### config.mk
export PLATFORM = sky130hd
export DESIGN_NAME = ifetch_line_buffer
export DESIGN_NICKNAME = d
export VERILOG_FILES = /design/src/rtl/ifetch_line_buffer.sv
export SDC_FILE = /design/constraint.sdc
export NUM_CORES = 2
export LEC_CHECK = 0
export BUFFER_PORTS_ARGS = -buffer_cell sky130_fd_sc_hd__buf_2
export CORE_ASPECT_RATIO = 1.25
export CORE_UTILIZATION = 45
export CTS_BUF_LIST = sky130_fd_sc_hd__clkbuf_4 sky130_fd_sc_hd__clkbuf_8
export CTS_CLUSTER_SIZE = 8
export DETAILED_ROUTE_END_ITERATION = 7
export HOLD_SLACK_MARGIN = 0.12
export MAX_ROUTING_LAYER = met4
export PLACE_DENSITY = 0.63
export RECOVER_POWER = 25
export SYNTH_ARGS = -nofsm -noshare
export SYNTH_HDL_FRONTEND = slang
export SYNTH_SLANG_ARGS = --single-unit
### constraint.sdc
create_clock -name clk -period 109.1 [get_ports clk]
set_clock_uncertainty 0.1 [all_clocks]
set_input_delay 5.455 -clock clk [delete_from_list [all_inputs] [get_ports clk]]
set_output_delay 5.455 -clock clk [all_outputs]
set_load 0.01 [all_outputs]
### src/rtl/ifetch_line_buffer.sv
// Instruction fetch line buffer: current line plus one prefetched line, aligned issue groups.
// Define IFETCH_PERF_EN to add the saturating perf_* counter ports.
module ifetch_line_buffer #(
  parameter int INSTR_W    = 32,
  parameter int ISSUE_W    = 2,
  parameter int LINE_WORDS = 16,
  parameter int PC_W       = 16
) (
  input  logic                             clk,
  input  logic                             reset,
  output logic                             req_valid,
  input  logic                             req_ready,
  output logic [PC_W-$clog2(LINE_WORDS)-1:0] req_line,
  input  logic                             resp_valid,
  input  logic [LINE_WORDS*INSTR_W-1:0]    resp_data,
  output logic                             out_valid,
  input  logic                             out_ready,
  output logic [ISSUE_W*INSTR_W-1:0]       out_instr,
  output logic [ISSUE_W-1:0]               out_slot_valid,
  output logic [PC_W-1:0]                  out_pc,
  input  logic                             redirect_valid,
  input  logic [PC_W-1:0]                  redirect_pc
`ifdef IFETCH_PERF_EN
  ,
  output logic [31:0]                      perf_groups,
  output logic [31:0]                      perf_redirects,
  output logic [31:0]                      perf_stall_cycles
`endif
);

  localparam int LW = $clog2(LINE_WORDS);
  localparam int TW = PC_W - LW;
  localparam int GW = ISSUE_W * INSTR_W;
  localparam int LB = LINE_WORDS * INSTR_W;
  localparam logic [PC_W-1:0] SMASK = PC_W'(ISSUE_W - 1);

  typedef enum logic [1:0] {
    EMPTY,
    WAIT,
    RUN
  } state_t;

  state_t          state, n_state;
  logic [PC_W-1:0] pc, n_pc;
  logic [LB-1:0]   cur, n_cur;
  logic [TW-1:0]   cur_tag, n_cur_tag;
  logic [LB-1:0]   pf, n_pf;
  logic [TW-1:0]   pf_tag, n_pf_tag;
  logic            pf_valid, n_pf_valid;
  logic            pend, n_pend;
  logic [TW-1:0]   pend_tag, n_pend_tag;
  logic            discard, n_disc;

  logic [PC_W-1:0] grp_next;
  logic [TW-1:0]   tgt;

  logic                n_req_valid;
  logic [TW-1:0]       n_req_line;
  logic [LB-1:0]       shifted;
  logic [GW-1:0]       n_instr;
  logic [ISSUE_W-1:0]  n_slot;
  logic [PC_W-1:0]     n_opc;
  logic [PC_W-1:0]     sub;
  int                  gi;

  // Response, then request handshake, then redirect/consume, each seeing the previous step.
  always_comb begin
    n_state    = state;
    n_pc       = pc;
    n_cur      = cur;
    n_cur_tag  = cur_tag;
    n_pf       = pf;
    n_pf_tag   = pf_tag;
    n_pf_valid = pf_valid;
    n_pend     = pend;
    n_pend_tag = pend_tag;
    n_disc     = discard;
    grp_next   = (pc & ~SMASK) + PC_W'(ISSUE_W);
    tgt        = redirect_pc[PC_W-1:LW];

    if (resp_valid && pend) begin
      n_pend = 1'b0;
      if (discard) begin
        n_disc  = 1'b0;
        n_state = EMPTY;
      end else if (state == WAIT) begin
        n_cur     = resp_data;
        n_cur_tag = pend_tag;
        n_state   = RUN;
      end else begin
        n_pf       = resp_data;
        n_pf_tag   = pend_tag;
        n_pf_valid = 1'b1;
      end
    end

    if (req_valid && req_ready) begin
      n_pend     = 1'b1;
      n_pend_tag = req_line;
      if (state == EMPTY) n_state = WAIT;
    end

    if (redirect_valid) begin
      n_pc = redirect_pc;
      if (!(n_state == RUN && tgt == n_cur_tag)) begin
        if (n_pf_valid && tgt == n_pf_tag) begin
          n_cur      = n_pf;
          n_cur_tag  = n_pf_tag;
          n_pf_valid = 1'b0;
          n_state    = RUN;
        end else begin
          n_pf_valid = 1'b0;
          if (n_pend) begin
            n_disc  = 1'b1;
            n_state = WAIT;
          end else begin
            n_state = EMPTY;
          end
        end
      end
    end else if (out_valid && out_ready) begin
      n_pc = grp_next;
      if (grp_next[PC_W-1:LW] != cur_tag) begin
        if (n_pf_valid) begin
          n_cur      = n_pf;
          n_cur_tag  = n_pf_tag;
          n_pf_valid = 1'b0;
        end else if (n_pend) begin
          n_state = WAIT;
          if (n_pend_tag != grp_next[PC_W-1:LW]) n_disc = 1'b1;
        end else begin
          n_state = EMPTY;
        end
      end
    end
  end

  always_comb begin
    n_req_valid = !n_pend &&
                  (n_state == EMPTY ||
                   (n_state == RUN && !n_pf_valid));
    n_req_line = (n_state == EMPTY) ? n_pc[PC_W-1:LW]
                                    : n_cur_tag + TW'(1);
    gi      = int'(n_pc[LW-1:0]) / ISSUE_W;
    shifted = n_cur << (gi * GW);
    n_instr = shifted[LB-1 -: GW];
    sub     = n_pc & SMASK;
    n_opc   = n_pc & ~SMASK;
    for (int i = 0; i < ISSUE_W; i++) begin
      n_slot[i] = (n_state == RUN) && (PC_W'(i) >= sub);
    end
  end

  always_ff @(posedge clk or posedge reset) begin
    if (reset) begin
      state          <= EMPTY;
      pc             <= '0;
      cur            <= '0;
      cur_tag        <= '0;
      pf             <= '0;
      pf_tag         <= '0;
      pf_valid       <= 1'b0;
      pend           <= 1'b0;
      pend_tag       <= '0;
      discard        <= 1'b0;
      req_valid      <= 1'b0;
      req_line       <= '0;
      out_valid      <= 1'b0;
      out_instr      <= '0;
      out_slot_valid <= '0;
      out_pc         <= '0;
    end else begin
      state          <= n_state;
      pc             <= n_pc;
      cur            <= n_cur;
      cur_tag        <= n_cur_tag;
      pf             <= n_pf;
      pf_tag         <= n_pf_tag;
      pf_valid       <= n_pf_valid;
      pend           <= n_pend;
      pend_tag       <= n_pend_tag;
      discard        <= n_disc;
      req_valid      <= n_req_valid;
      req_line       <= n_req_line;
      out_valid      <= (n_state == RUN);
      out_instr      <= n_instr;
      out_slot_valid <= n_slot;
      out_pc         <= n_opc;
    end
  end

`ifdef IFETCH_PERF_EN
  always_ff @(posedge clk or posedge reset) begin
    if (reset) begin
      perf_groups       <= '0;
      perf_redirects    <= '0;
      perf_stall_cycles <= '0;
    end else begin
      if (out_valid && out_ready && perf_groups != '1)
        perf_groups <= perf_groups + 32'd1;
      if (redirect_valid && perf_redirects != '1)
        perf_redirects <= perf_redirects + 32'd1;
      if (!out_valid && perf_stall_cycles != '1)
        perf_stall_cycles <= perf_stall_cycles + 32'd1;
    end
  end
`endif

endmodule

==> metrics.txt <==
outcome finished with violations; violations in the final reports max-capacitance violations, max-slew violations; Setup violations, final 0; total congestion overflow after global routing 0; area of the die 0.1247 mm^2; sequential area share after synthesis 52.34%; Setup CP Type in2async; count of routing violations after the opening detailed-route iteration 3479; met1 track demand over resource 35.79%; main area contributors after synthesis sky130_fd_sc_hd__dfrtp_1 52%, sky130_fd_sc_hd__mux2i_1 23%, sky130_fd_sc_hd__inv_1 3.7%; x dimension of the die 316.0 um; routed length per instance 26.05 um; first-pass iteration count of the detailed router 8; slew at the pin closest to its max-slew limit 8.969 ns; peak ir drop on the vdd network 0.00001434 V; crit share post-route 16.91%; total chip power 1.632 mW; multi-input gate area in the final layout 0.02281 mm^2; fraction of registers with async set/reset 100.0%; Worst Path Max Fanout 171; antenna violations before repair 132; cell count after placement 7033; Power Dens Cells 25.60 mW/mm^2; cells resized by post-CTS repair 0; filler cell count 11040; final core utilization 52.32%; Area growth syn-to-layout 14.95%; CTS buffer count 188; Hold EP pf[133]; placed wire-length estimate after detailed placement 135800 um; starting utilization of the core area 45.52%; via count of the routed design 42070; placeable core area 0.1218 mm^2; post-route design area 0.06375 mm^2; global route hottest layer met2; mean cell area of the mapped netlist 10.82 um^2; met2 Track Usage GR 51.48%; post-synth net total 5661; CTS Buffer Depth 3; number of non-filler instances in the completed layout 7464; post-layout worst setup margin 90.65 ns; CTS Root Buffer Type sky130_fd_sc_hd__clkbuf_8; DRC errors left 0; IO Pins 630; Internal Pwr Total 1.050 mW; synth unique cells 62; first-pass GRT wire length 281900 um; largest net degree at the start of global routing 172; count of flip-flops with a built-in enable after synthesis 0; reg-to-reg setup timing slack 100.06 ns; count of pins over their slew limit 546; Clock Sink Count 1160; share of layout cells above drive strength 1 16.68%; post-synthesis cell type with the largest combined area sky130_fd_sc_hd__dfrtp_1; Switching Power 0.5821 mW; height of the die 394.5 um; Setup Fix Bufs, Post-CTS 0; Routed WL 194400 um; area of the mapped netlist 0.05546 mm^2; RSZ-0062 raised after global routing false; number of vias per cell after detailed routing 5.636; Post-Place Cell Area 0.05967 mm^2; Placement Rows 143; NumNets Final 6164; GR Util met3 7.320%; final number of hold-violating endpoints 0; total track usage 31.83%; Syn Inst Count 5125; flip-flop and latch area 0.02903 mm^2; share of the synthesized area in the top cell type 52.34%; category of the worst setup path capture point asynchronous set/reset pin; Clk network pwr share 24.7%; highest clock rate 54.21 MHz; sequential fraction of design power 43.6%; clock transition at the registers of the reported paths 0.06 ns; Final GP Congestion 0.9647; pre-CTS worst setup slack 96.55 ns; worst r2r dst out_instr[12]; Worst R2R Path Depth 15; launching element type of the critical path input port; Routed Antenna Nets 0; start point of the worst hold path pf[133]; arrival time of the worst setup path 19.24 ns; Setup TNS Final 0 ns; beginning of the worst register-to-register path discard; final worst hold slack 0.3726 ns; Final min period 18.45 ns; Yosys warning total 0; class of the tightest hold or removal check reg2reg; dominant register cell in the synthesized netlist sky130_fd_sc_hd__dfrtp_1; number of max-cap violations 7; Worst Hold Depth 2; max_slew headroom -497.9%; vias in the first global route 42350; number of hold buffers added after CTS 0; required time at the worst-slack endpoint 109.90 ns; total of flip-flops plus latches after synthesis 1160; portion of total power attributed to combinational logic 31.8%; CTS H-tree depth 4; TritonCTS clock tree done; clock latency reported for the late side of the worst-skew pair 0.92 ns; switching share of power 35.67%; leakage component of the power 34.44 nW; count of input and output buffers 628
-- area by class of cell --
cell class | instances | share of cell area, %
flip-flops and latches | 1160 | 45.53
clock buffers | 308 | 5.884
inverters | 550 | 3.240
multi-input cells | 3033 | 35.78
well taps | 1595 | 3.130
clock inverters | 23 | 0.3945
repair buffers | 695 | 5.650
diodes | 100 | 0.3925
-- kinds of logic (layout without fill, tap and decap cells) --
kind of cell / after synthesis / in the layout / synth area share (%)
other: 1 / 101 / 0.006761
AOI/OAI and AO/OA: 743 / 743 / 8.616
buffers and inverters: 932 / 1576 / 6.669
xor gates and xnor gates: 76 / 76 / 1.250
muxes: 1324 / 1324 / 23.95
DFF: 1160 / 1160 / 52.34
adders and majority gates: 2 / 2 / 0.04511
and+or+nand+nor: 887 / 887 / 7.129
-- flip-flops by register name, summed over array words and instances, names as in the netlist, 2 cells and up --
signal,flops
pend_tag,12
cur,512
out_instr,64
out_slot_valid,2
cur_tag,12
req_line,12
pc,15
state,2
pf,512
pf_tag,12
-- worst max path at each step --
| stage | slack, ns | startpoint | to | depth (start not counted) |
|---|---|---|---|---|
| global route | 88.05 | reset | pf[409] | 7 |
| CTS | 97.55 | resp_valid | out_instr[12] | 16 |
| detailed placement | 96.55 | resp_valid | out_instr[12] | 16 |
| global placement | 96.65 | resp_valid | out_instr[12] | 16 |
| floorplan | 70.87 | reset | cur[0] | 1 |
| finish | 90.65 | reset | cur[408] | 7 |
-- routing by layer --
metal	vias to the layer above	share of wire, %
li1	18990	-
met5	-	0
met4	0	5.9
met3	421	7.2
met2	1473	50
met1	21190	37
-- cells in the mapped netlist, types with 3 or more instances --
library cell	n
sky130_fd_sc_hd__nand3b_1	3
sky130_fd_sc_hd__or3_1	9
sky130_fd_sc_hd__a221oi_1	128
sky130_fd_sc_hd__a21oi_1	285
sky130_fd_sc_hd__xnor2_1	48
sky130_fd_sc_hd__o211ai_1	57
sky130_fd_sc_hd__o221ai_1	12
sky130_fd_sc_hd__nand2b_1	8
sky130_fd_sc_hd__nor2b_1	6
sky130_fd_sc_hd__a2111oi_0	4
sky130_fd_sc_hd__dfrtp_1	1160
sky130_fd_sc_hd__nand3_1	24
sky130_fd_sc_hd__mux2_2	23
sky130_fd_sc_hd__a222oi_1	3
sky130_fd_sc_hd__nand2_1	170
sky130_fd_sc_hd__a21o_1	3
sky130_fd_sc_hd__nor2_1	362
sky130_fd_sc_hd__nor3_1	202
sky130_fd_sc_hd__nand4_1	7
sky130_fd_sc_hd__buf_1	63
sky130_fd_sc_hd__a31oi_1	125
sky130_fd_sc_hd__or2_2	4
sky130_fd_sc_hd__buf_2	97
sky130_fd_sc_hd__xor2_1	26
sky130_fd_sc_hd__mux2i_1	1301
sky130_fd_sc_hd__o21ai_0	30
sky130_fd_sc_hd__and3_1	8
sky130_fd_sc_hd__inv_1	550
sky130_fd_sc_hd__o32ai_1	8
sky130_fd_sc_hd__nor4_1	74
sky130_fd_sc_hd__buf_4	19
sky130_fd_sc_hd__o21a_1	5
sky130_fd_sc_hd__o22ai_1	63
sky130_fd_sc_hd__clkbuf_1	202
-- worst max-delay path: stages --
cell and delay [ns]:
sky130_fd_sc_hd__buf_2 0.10, sky130_fd_sc_hd__clkinvlp_2 3.06, sky130_fd_sc_hd__clkbuf_1 6.47, sky130_fd_sc_hd__buf_4 1.41, sky130_fd_sc_hd__buf_4 0.67, sky130_fd_sc_hd__buf_4 0.82, sky130_fd_sc_hd__buf_4 0.81
-- power by group through the flow --
stage,Clock (mW),Sequential [mW],Combinational [mW]
3_5_place_dp,0,0.715,0.523
2_1_floorplan,0,0.703,0.356
4_1_cts,0.411,0.709,0.525
6_report,0.402,0.711,0.518
3_3_place_gp,0,0.708,0.512
5_1_grt,0.428,0.728,0.572
-- layout by cell type, fill, tap and decap left out, types with 4 or more instances in the layout --
cell type,Yosys,layout
sky130_fd_sc_hd__mux2i_1,1301,1301
sky130_fd_sc_hd__or3_1,9,8
sky130_fd_sc_hd__nor4_1,74,74
sky130_fd_sc_hd__clkinv_2,0,6
sky130_fd_sc_hd__nand3_1,24,24
sky130_fd_sc_hd__xor2_1,26,26
sky130_fd_sc_hd__nor3_1,202,201
sky130_fd_sc_hd__inv_1,550,549
sky130_fd_sc_hd__buf_12,0,7
sky130_fd_sc_hd__mux2_1,0,11
sky130_fd_sc_hd__a21oi_1,285,284
sky130_fd_sc_hd__clkbuf_1,202,95
sky130_fd_sc_hd__nand2b_1,8,6
sky130_fd_sc_hd__mux2_2,23,12
sky130_fd_sc_hd__a221oi_1,128,128
sky130_fd_sc_hd__a31oi_1,125,125
sky130_fd_sc_hd__dfrtp_1,1160,1160
sky130_fd_sc_hd__nand4_1,7,7
sky130_fd_sc_hd__diode_2,0,100
sky130_fd_sc_hd__xnor2_1,48,48
sky130_fd_sc_hd__o221ai_1,12,12
sky130_fd_sc_hd__clkbuf_4,0,78
sky130_fd_sc_hd__nor2_1,362,360
sky130_fd_sc_hd__buf_2,97,538
sky130_fd_sc_hd__clkinvlp_4,0,4
sky130_fd_sc_hd__clkbuf_8,0,230
sky130_fd_sc_hd__o21a_1,5,5
sky130_fd_sc_hd__o22ai_1,63,63
sky130_fd_sc_hd__nor2_4,0,4
sky130_fd_sc_hd__nand2_1,170,169
sky130_fd_sc_hd__o211ai_1,57,57
sky130_fd_sc_hd__a2111oi_0,4,4
sky130_fd_sc_hd__inv_6,0,5
sky130_fd_sc_hd__nor2b_1,6,6
sky130_fd_sc_hd__o32ai_1,8,8
sky130_fd_sc_hd__and3_1,8,8
sky130_fd_sc_hd__buf_4,19,55
sky130_fd_sc_hd__o21ai_0,30,31
Power figures use the tool's default switching activity.
